File: src/rtl/ed25519_pkg.sv
// Shared constants and types for the ed25519 frame loader: field modulus limbs,
// frame layout and the loader state encoding.
package ed25519_pkg;

  localparam int WORD_W          = 64;
  localparam int WORDS_PER_FIELD = 4;
  localparam int FIELDS          = 3;
  localparam int FRAME_WORDS     = WORDS_PER_FIELD * FIELDS;

  localparam int M_BASE  = 0;
  localparam int XP_BASE = 4;
  localparam int YP_BASE = 8;

  typedef logic [WORD_W-1:0] word_t;

  // Q = 2^255 - 19, least-significant limb first.
  localparam word_t Q_LIMB [0:3] = '{
    64'hFFFF_FFFF_FFFF_FFED,
    64'hFFFF_FFFF_FFFF_FFFF,
    64'hFFFF_FFFF_FFFF_FFFF,
    64'h7FFF_FFFF_FFFF_FFFF
  };

  typedef enum logic [1:0] {
    FILL   = 2'd0,
    REDUCE = 2'd1,
    DRAIN  = 2'd2
  } state_e;

endpackage

File: src/rtl/ed25519_limb_sub.sv
// One 64-bit limb of a multi-precision subtract: diff = a - b - bin, with borrow out.
module ed25519_limb_sub
  import ed25519_pkg::*;
(
  input  word_t i_a,
  input  word_t i_b,
  input  logic  i_bin,
  output word_t o_diff,
  output logic  o_bout
);

  logic [WORD_W:0] full;

  // The extra top bit becomes 1 exactly when a < b + bin.
  assign full   = {1'b0, i_a} - {1'b0, i_b} - {{WORD_W{1'b0}}, i_bin};
  assign o_diff = full[WORD_W-1:0];
  assign o_bout = full[WORD_W];

endmodule

File: src/rtl/ed25519_frame_loader.sv
// Buffers one 12-word job frame, canonicalises xp/yp mod 2^255-19 with a single
// limb-serial conditional subtract, then replays the frame to the scalar-mult core.
module ed25519_frame_loader
  import ed25519_pkg::*;
(
  input  logic        i_clk,
  input  logic        i_rst,
  input  logic        i_in_valid,
  output logic        o_in_ready,
  input  logic [63:0] i_in_data,
  output logic        o_out_valid,
  input  logic        i_out_ready,
  output logic [63:0] o_out_data,
  output logic [1:0]  o_reduced,
  output logic        o_busy
);

  state_e      state_q, state_d;
  logic [3:0]  idx_q, idx_d;
  logic [2:0]  r_q, r_d;
  logic        borrow_q, borrow_d;
  logic [1:0]  reduced_q, reduced_d;
  logic        out_valid_q, out_valid_d;
  logic        busy_q, busy_d;
  word_t       temp_q [0:2];
  word_t       temp_d [0:2];
  word_t       buf_q  [0:FRAME_WORDS-1];
  word_t       buf_d  [0:FRAME_WORDS-1];

  logic        in_hs, out_hs;
  logic [3:0]  limb_base, limb_idx;
  word_t       sub_diff;
  logic        sub_bin, sub_bout;

  assign o_in_ready  = (state_q == FILL);
  assign o_out_valid = out_valid_q;
  assign o_out_data  = buf_q[idx_q];
  assign o_reduced   = reduced_q;
  assign o_busy      = busy_q;

  assign in_hs  = i_in_valid && o_in_ready;
  assign out_hs = out_valid_q && i_out_ready;

  // r[2] picks the field (xp then yp), r[1:0] walks its limbs LSB first.
  assign limb_base = r_q[2] ? 4'(YP_BASE) : 4'(XP_BASE);
  assign limb_idx  = limb_base + 4'd3 - {2'b00, r_q[1:0]};
  assign sub_bin   = (r_q[1:0] == 2'd0) ? 1'b0 : borrow_q;

  ed25519_limb_sub u_limb_sub (
    .i_a    (buf_q[limb_idx]),
    .i_b    (Q_LIMB[r_q[1:0]]),
    .i_bin  (sub_bin),
    .o_diff (sub_diff),
    .o_bout (sub_bout)
  );

  always_comb begin
    // NOTE: every variable gets a default first so no path leaves it unassigned (no latches).
    state_d   = state_q;
    idx_d     = idx_q;
    r_d       = r_q;
    borrow_d  = borrow_q;
    reduced_d = reduced_q;
    temp_d    = temp_q;
    buf_d     = buf_q;

    unique case (state_q)
      FILL: begin
        if (in_hs) begin
          // Word 0 of every field is its MSB word; bit 255 is not part of the value.
          buf_d[idx_q] = (idx_q[1:0] == 2'd0) ? {1'b0, i_in_data[62:0]} : i_in_data;
          if (idx_q == 4'd0) reduced_d = 2'b00;
          if (idx_q == 4'(FRAME_WORDS - 1)) begin
            idx_d   = 4'd0;
            r_d     = 3'd0;
            state_d = REDUCE;
          end else begin
            idx_d = idx_q + 4'd1;
          end
        end
      end

      REDUCE: begin
        borrow_d = sub_bout;
        unique case (r_q[1:0])
          2'd0: temp_d[0] = sub_diff;
          2'd1: temp_d[1] = sub_diff;
          2'd2: temp_d[2] = sub_diff;
          2'd3: begin
            // No final borrow means value >= Q: commit value - Q. Since value < 2Q, once is enough.
            if (!sub_bout) begin
              buf_d[limb_base]        = sub_diff;
              buf_d[limb_base + 4'd1] = temp_q[2];
              buf_d[limb_base + 4'd2] = temp_q[1];
              buf_d[limb_base + 4'd3] = temp_q[0];
              reduced_d[r_q[2]]       = 1'b1;
            end
          end
          default: ;
        endcase
        r_d = r_q + 3'd1;
        if (r_q == 3'd7) state_d = DRAIN;
      end

      DRAIN: begin
        if (out_hs) begin
          if (idx_q == 4'(FRAME_WORDS - 1)) begin
            idx_d   = 4'd0;
            state_d = FILL;
          end else begin
            idx_d = idx_q + 4'd1;
          end
        end
      end

      default: state_d = FILL;
    endcase
  end

  assign out_valid_d = (state_d == DRAIN);
  assign busy_d      = (state_d != FILL);

  // NOTE: sequential state uses non-blocking assignments so all flops update together at the edge.
  always_ff @(posedge i_clk) begin
    if (i_rst) begin
      state_q     <= FILL;
      idx_q       <= 4'd0;
      r_q         <= 3'd0;
      borrow_q    <= 1'b0;
      reduced_q   <= 2'b00;
      out_valid_q <= 1'b0;
      busy_q      <= 1'b0;
    end else begin
      state_q     <= state_d;
      idx_q       <= idx_d;
      r_q         <= r_d;
      borrow_q    <= borrow_d;
      reduced_q   <= reduced_d;
      out_valid_q <= out_valid_d;
      busy_q      <= busy_d;
    end
  end

  // NOTE: frame storage has no reset; every word is written in FILL before it can be read.
  always_ff @(posedge i_clk) begin
    temp_q <= temp_d;
    buf_q  <= buf_d;
  end

endmodule
File: config.mk
export PLATFORM = sky130hd
export DESIGN_NAME = ed25519_frame_loader
export DESIGN_NICKNAME = d
export VERILOG_FILES = /design/src/rtl/ed25519_pkg.sv /design/src/rtl/ed25519_limb_sub.sv /design/src/rtl/ed25519_frame_loader.sv
export SDC_FILE = /design/constraint.sdc
export NUM_CORES = 2
export LEC_CHECK = 0
export BUFFER_PORTS_ARGS = -buffer_cell sky130_fd_sc_hd__clkbuf_2
export CAP_MARGIN = 10
export CORE_MARGIN = 2
export CORE_UTILIZATION = 46
export CTS_CLUSTER_DIAMETER = 100
export DETAILED_ROUTE_END_ITERATION = 8
export PLACE_DENSITY = 0.69
export SETUP_SLACK_MARGIN = 0.2
export SLEW_MARGIN = 20
export SYNTH_ARGS = -nofsm -noshare
export SYNTH_HDL_FRONTEND = slang
export SYNTH_SLANG_ARGS = --single-unit
File: constraint.sdc
create_clock -name i_clk -period 9.32 [get_ports i_clk]
set_input_delay 0.466 -clock i_clk [delete_from_list [all_inputs] [get_ports i_clk]]
set_output_delay 0.466 -clock i_clk [all_outputs]
set_load 0.02 [all_outputs]
==> qor.csv <==
metric,value,unit
finalSetupTns,0,ns
rsz0062_at_grt,no,
rrSetupSlack,2.28,ns
vias,34500,
routabilityCongestion,0.945,
antenna_found_initial,2,
yosys_warnings,0,
gr-total-overflow,0,
fp.dieW,333,um
yosys.area_share.simple,8.31,%
maxClockFrequency,0.142,GHz
min_period,7.04,ns
maxCapViolCount,0,
cts_setup_buffers,0,
cts_tree,built,
synthMuxAreaShare,17.0,%
worst-endpoint-required,9.62,ns
worstMarginPinSlew,1.21,ns
dp.final_hpwl,90.8,mm
cellLeakagePower,0.0180,uW
wl_per_cell,28.6,um
ant_nets,0,
fill_cells,8857,
syn-instance-count,3914,
status,completed,
crit_path_max_fanout,75,
cts_resized,0,
diodes,0,
met2_usage,44.1,%
synth_edf_count,960,
multi_input_area,0.0192,sq mm
post_dp_cell_area,0.0518,sq mm
cts_root_buf,clkbuf_16,
fin_area,0.0551,sq mm
synth_fa_ha_area_share,1.97,%
cts_buffers,98,
async_flop_share,0,%
final_nets,4015,
io_pins,137,
register_area,0.0291,sq mm
initial_core_util,46.5,%
drive_gt1_share,18.6,%
hold_path_class,in2reg,
synth_compound_area_share,9.60,%
fin_crit_sh,75.5,%
grt_pass1_wl,225,mm
synth_cell_type_count,75,
syn-num-nets,4060,
hold_viol_final,0,
slew_headroom,19.5,%
worstSkewPairLatency,0.69,ns
final_max_slew_viol_count,0,
yosys_register_bits,974,
critPathKind,reg2reg,
synth_top_family_by_area,multiplexers,
routed_wl,153,mm
routed_via_density,6.45,
ir_drop,0.141,mV
met3_usage,5.33,%
final_common_cell,edfxtp_1,
clock_path_buffers,3,
grt_use_total,27.3,%
grt_pass1_vias,34400,
drtIter0Drc,5197,
grt_max_degree,166,
dieHeight,333,um
syn_avg_cell_area,12.7,sq um
dieArea,0.111,sq mm
hold_buffers,0,
timing.critical_path.arrival,7.34,ns
drc,0,
grt.busiest_layer,met2,
clk_pin_slew,0.06,ns
htree_levels,3,
synthXorXnorAreaFrac,1.14,%
mostFrequentLayoutCells,"960 x edfxtp_1, 602 x nand2_1, 517 x o21ai_0",
numPortBuffers,136,
coreArea,0.107,sq mm
netlist_area,0.0499,sq mm
areaGrowthSynthToFinish,10.4,%
startpoint_type,flop,
grt_use_met1,36.7,%
setup_viol,0,
clock_skew,0.0262,ns
power_density,170,mW/mm^2
cp-end-kind,flop,
ys_seq_area_share,58.3,%
num_rows,120,
clkSinkCount,974,
ys.flop_type,edfxtp_1,
dr.pass1.iters,6,
[sequential cells by signal, indices dropped and copies added, names as in the netlist]
register     cells
state_q          2
borrow_q         1
idx_q            4
r_q              3
o_out_valid      1
o_reduced        2
buf_q          768
temp_q         192
o_busy           1
[stage by stage]
step           setup WS [ns]  instances  utilization, %  hold WS (ns)  power [uW]
3_3_place_gp            2.50       5170            48.2         0.464        5430
4_1_cts                 2.29       5353            51.3        0.0962        9390
2_1_floorplan          0.954       3914               -         0.473        5250
3_5_place_dp            2.32       5171            48.3         0.473        5440
6_report                2.28       5354            51.3         0.121        9380
5_1_grt                 1.99       5354            51.3         0.142        9580
[critical path: stages (launching register included)]
cell and delay (ns):
dfxtp_4 0.80, buf_12 0.59, mux4_2 0.59, mux2i_1 0.26, inv_1 0.08, ha_1 0.41, nand2_1 0.14, or3_1 0.44
or4_1 0.56, a21oi_2 0.20, or4_4 0.21, a311o_2 0.27, a31oi_4 0.13, xnor2_4 0.23, o21ai_4 0.20, a21oi_4 0.69
buf_4 0.67
[power breakdown]
part,internal (uW),leakage (uW),switching [uW]
Sequential,4810,0.00913,23.5
Clock,2340,0.00159,1690
Combinational,170,0.00730,341
[path summary, 6_finish.rpt]
kind	cells past startpoint	from	to
worst min register to register	2	o_reduced[1]$_SDFFE_PP0P_	o_reduced[1]$_SDFFE_PP0P_
worst min-delay path	2	i_in_data[48]	buf_q[240]$_DFFE_PP_
worst max register to register	16	r_q[0]$_SDFFE_PP0P_	buf_q[86]$_DFFE_PP_
worst max-delay path	16	r_q[0]$_SDFFE_PP0P_	buf_q[86]$_DFFE_PP_
[cell families (layout without fill, tap and decap cells)]
family / count (synthesis) / in the layout
compound gates: 829 / 829
xor+xnor: 63 / 63
fa+ha+maj: 78 / 78
buf+inv: 477 / 514
flops: 974 / 974
mux: 452 / 452
other cells: 1 / 1
simple gates: 1040 / 1040
[layout make-up]
type | count | share of cell area (%)
sequential | 974 | 52.9
inverter | 128 | 0.872
timing repair buffer | 204 | 2.30
clock inverter | 62 | 1.15
clock buffer | 120 | 4.72
multi-input combinational | 2463 | 34.9
tap | 1403 | 3.19
[metal layers]
| metal | share of wire, % | wire (um) | up-vias |
|---|---|---|---|
| li1 | - | - | 14600 |
| met1 | 37 | 56500 | 17300 |
| met2 | 47 | 72400 | 2328 |
| met3 | 12 | 18200 | 337 |
| met4 | 3.8 | 5830 | 0 |
| met5 | 0 | 0 | - |
[cell usage after synthesis, types with 7 or more instances]
cell type | instances | share of area [%]
and2_1 | 9 | 0.11
a211oi_1 | 7 | 0.11
xnor2_1 | 34 | 0.60
clkbuf_1 | 282 | 2.1
o22ai_1 | 68 | 0.85
o21ai_0 | 517 | 5.2
mux2i_1 | 133 | 2.7
inv_1 | 128 | 0.96
nor2b_1 | 10 | 0.13
nor2_1 | 320 | 2.4
dfxtp_1 | 14 | 0.56
a21o_1 | 25 | 0.38
nand4_1 | 25 | 0.31
xor2_1 | 28 | 0.49
nand3_1 | 20 | 0.20
a22o_1 | 28 | 0.49
o21bai_1 | 14 | 0.21
nand2_1 | 615 | 4.6
edfxtp_1 | 960 | 58
mux4_2 | 317 | 14
nor3_1 | 10 | 0.10
o211ai_1 | 9 | 0.14
a21oi_1 | 94 | 0.94
buf_1 | 60 | 0.45
ha_1 | 77 | 1.9
No activity file was read; power rests on OpenSTA's default activity.
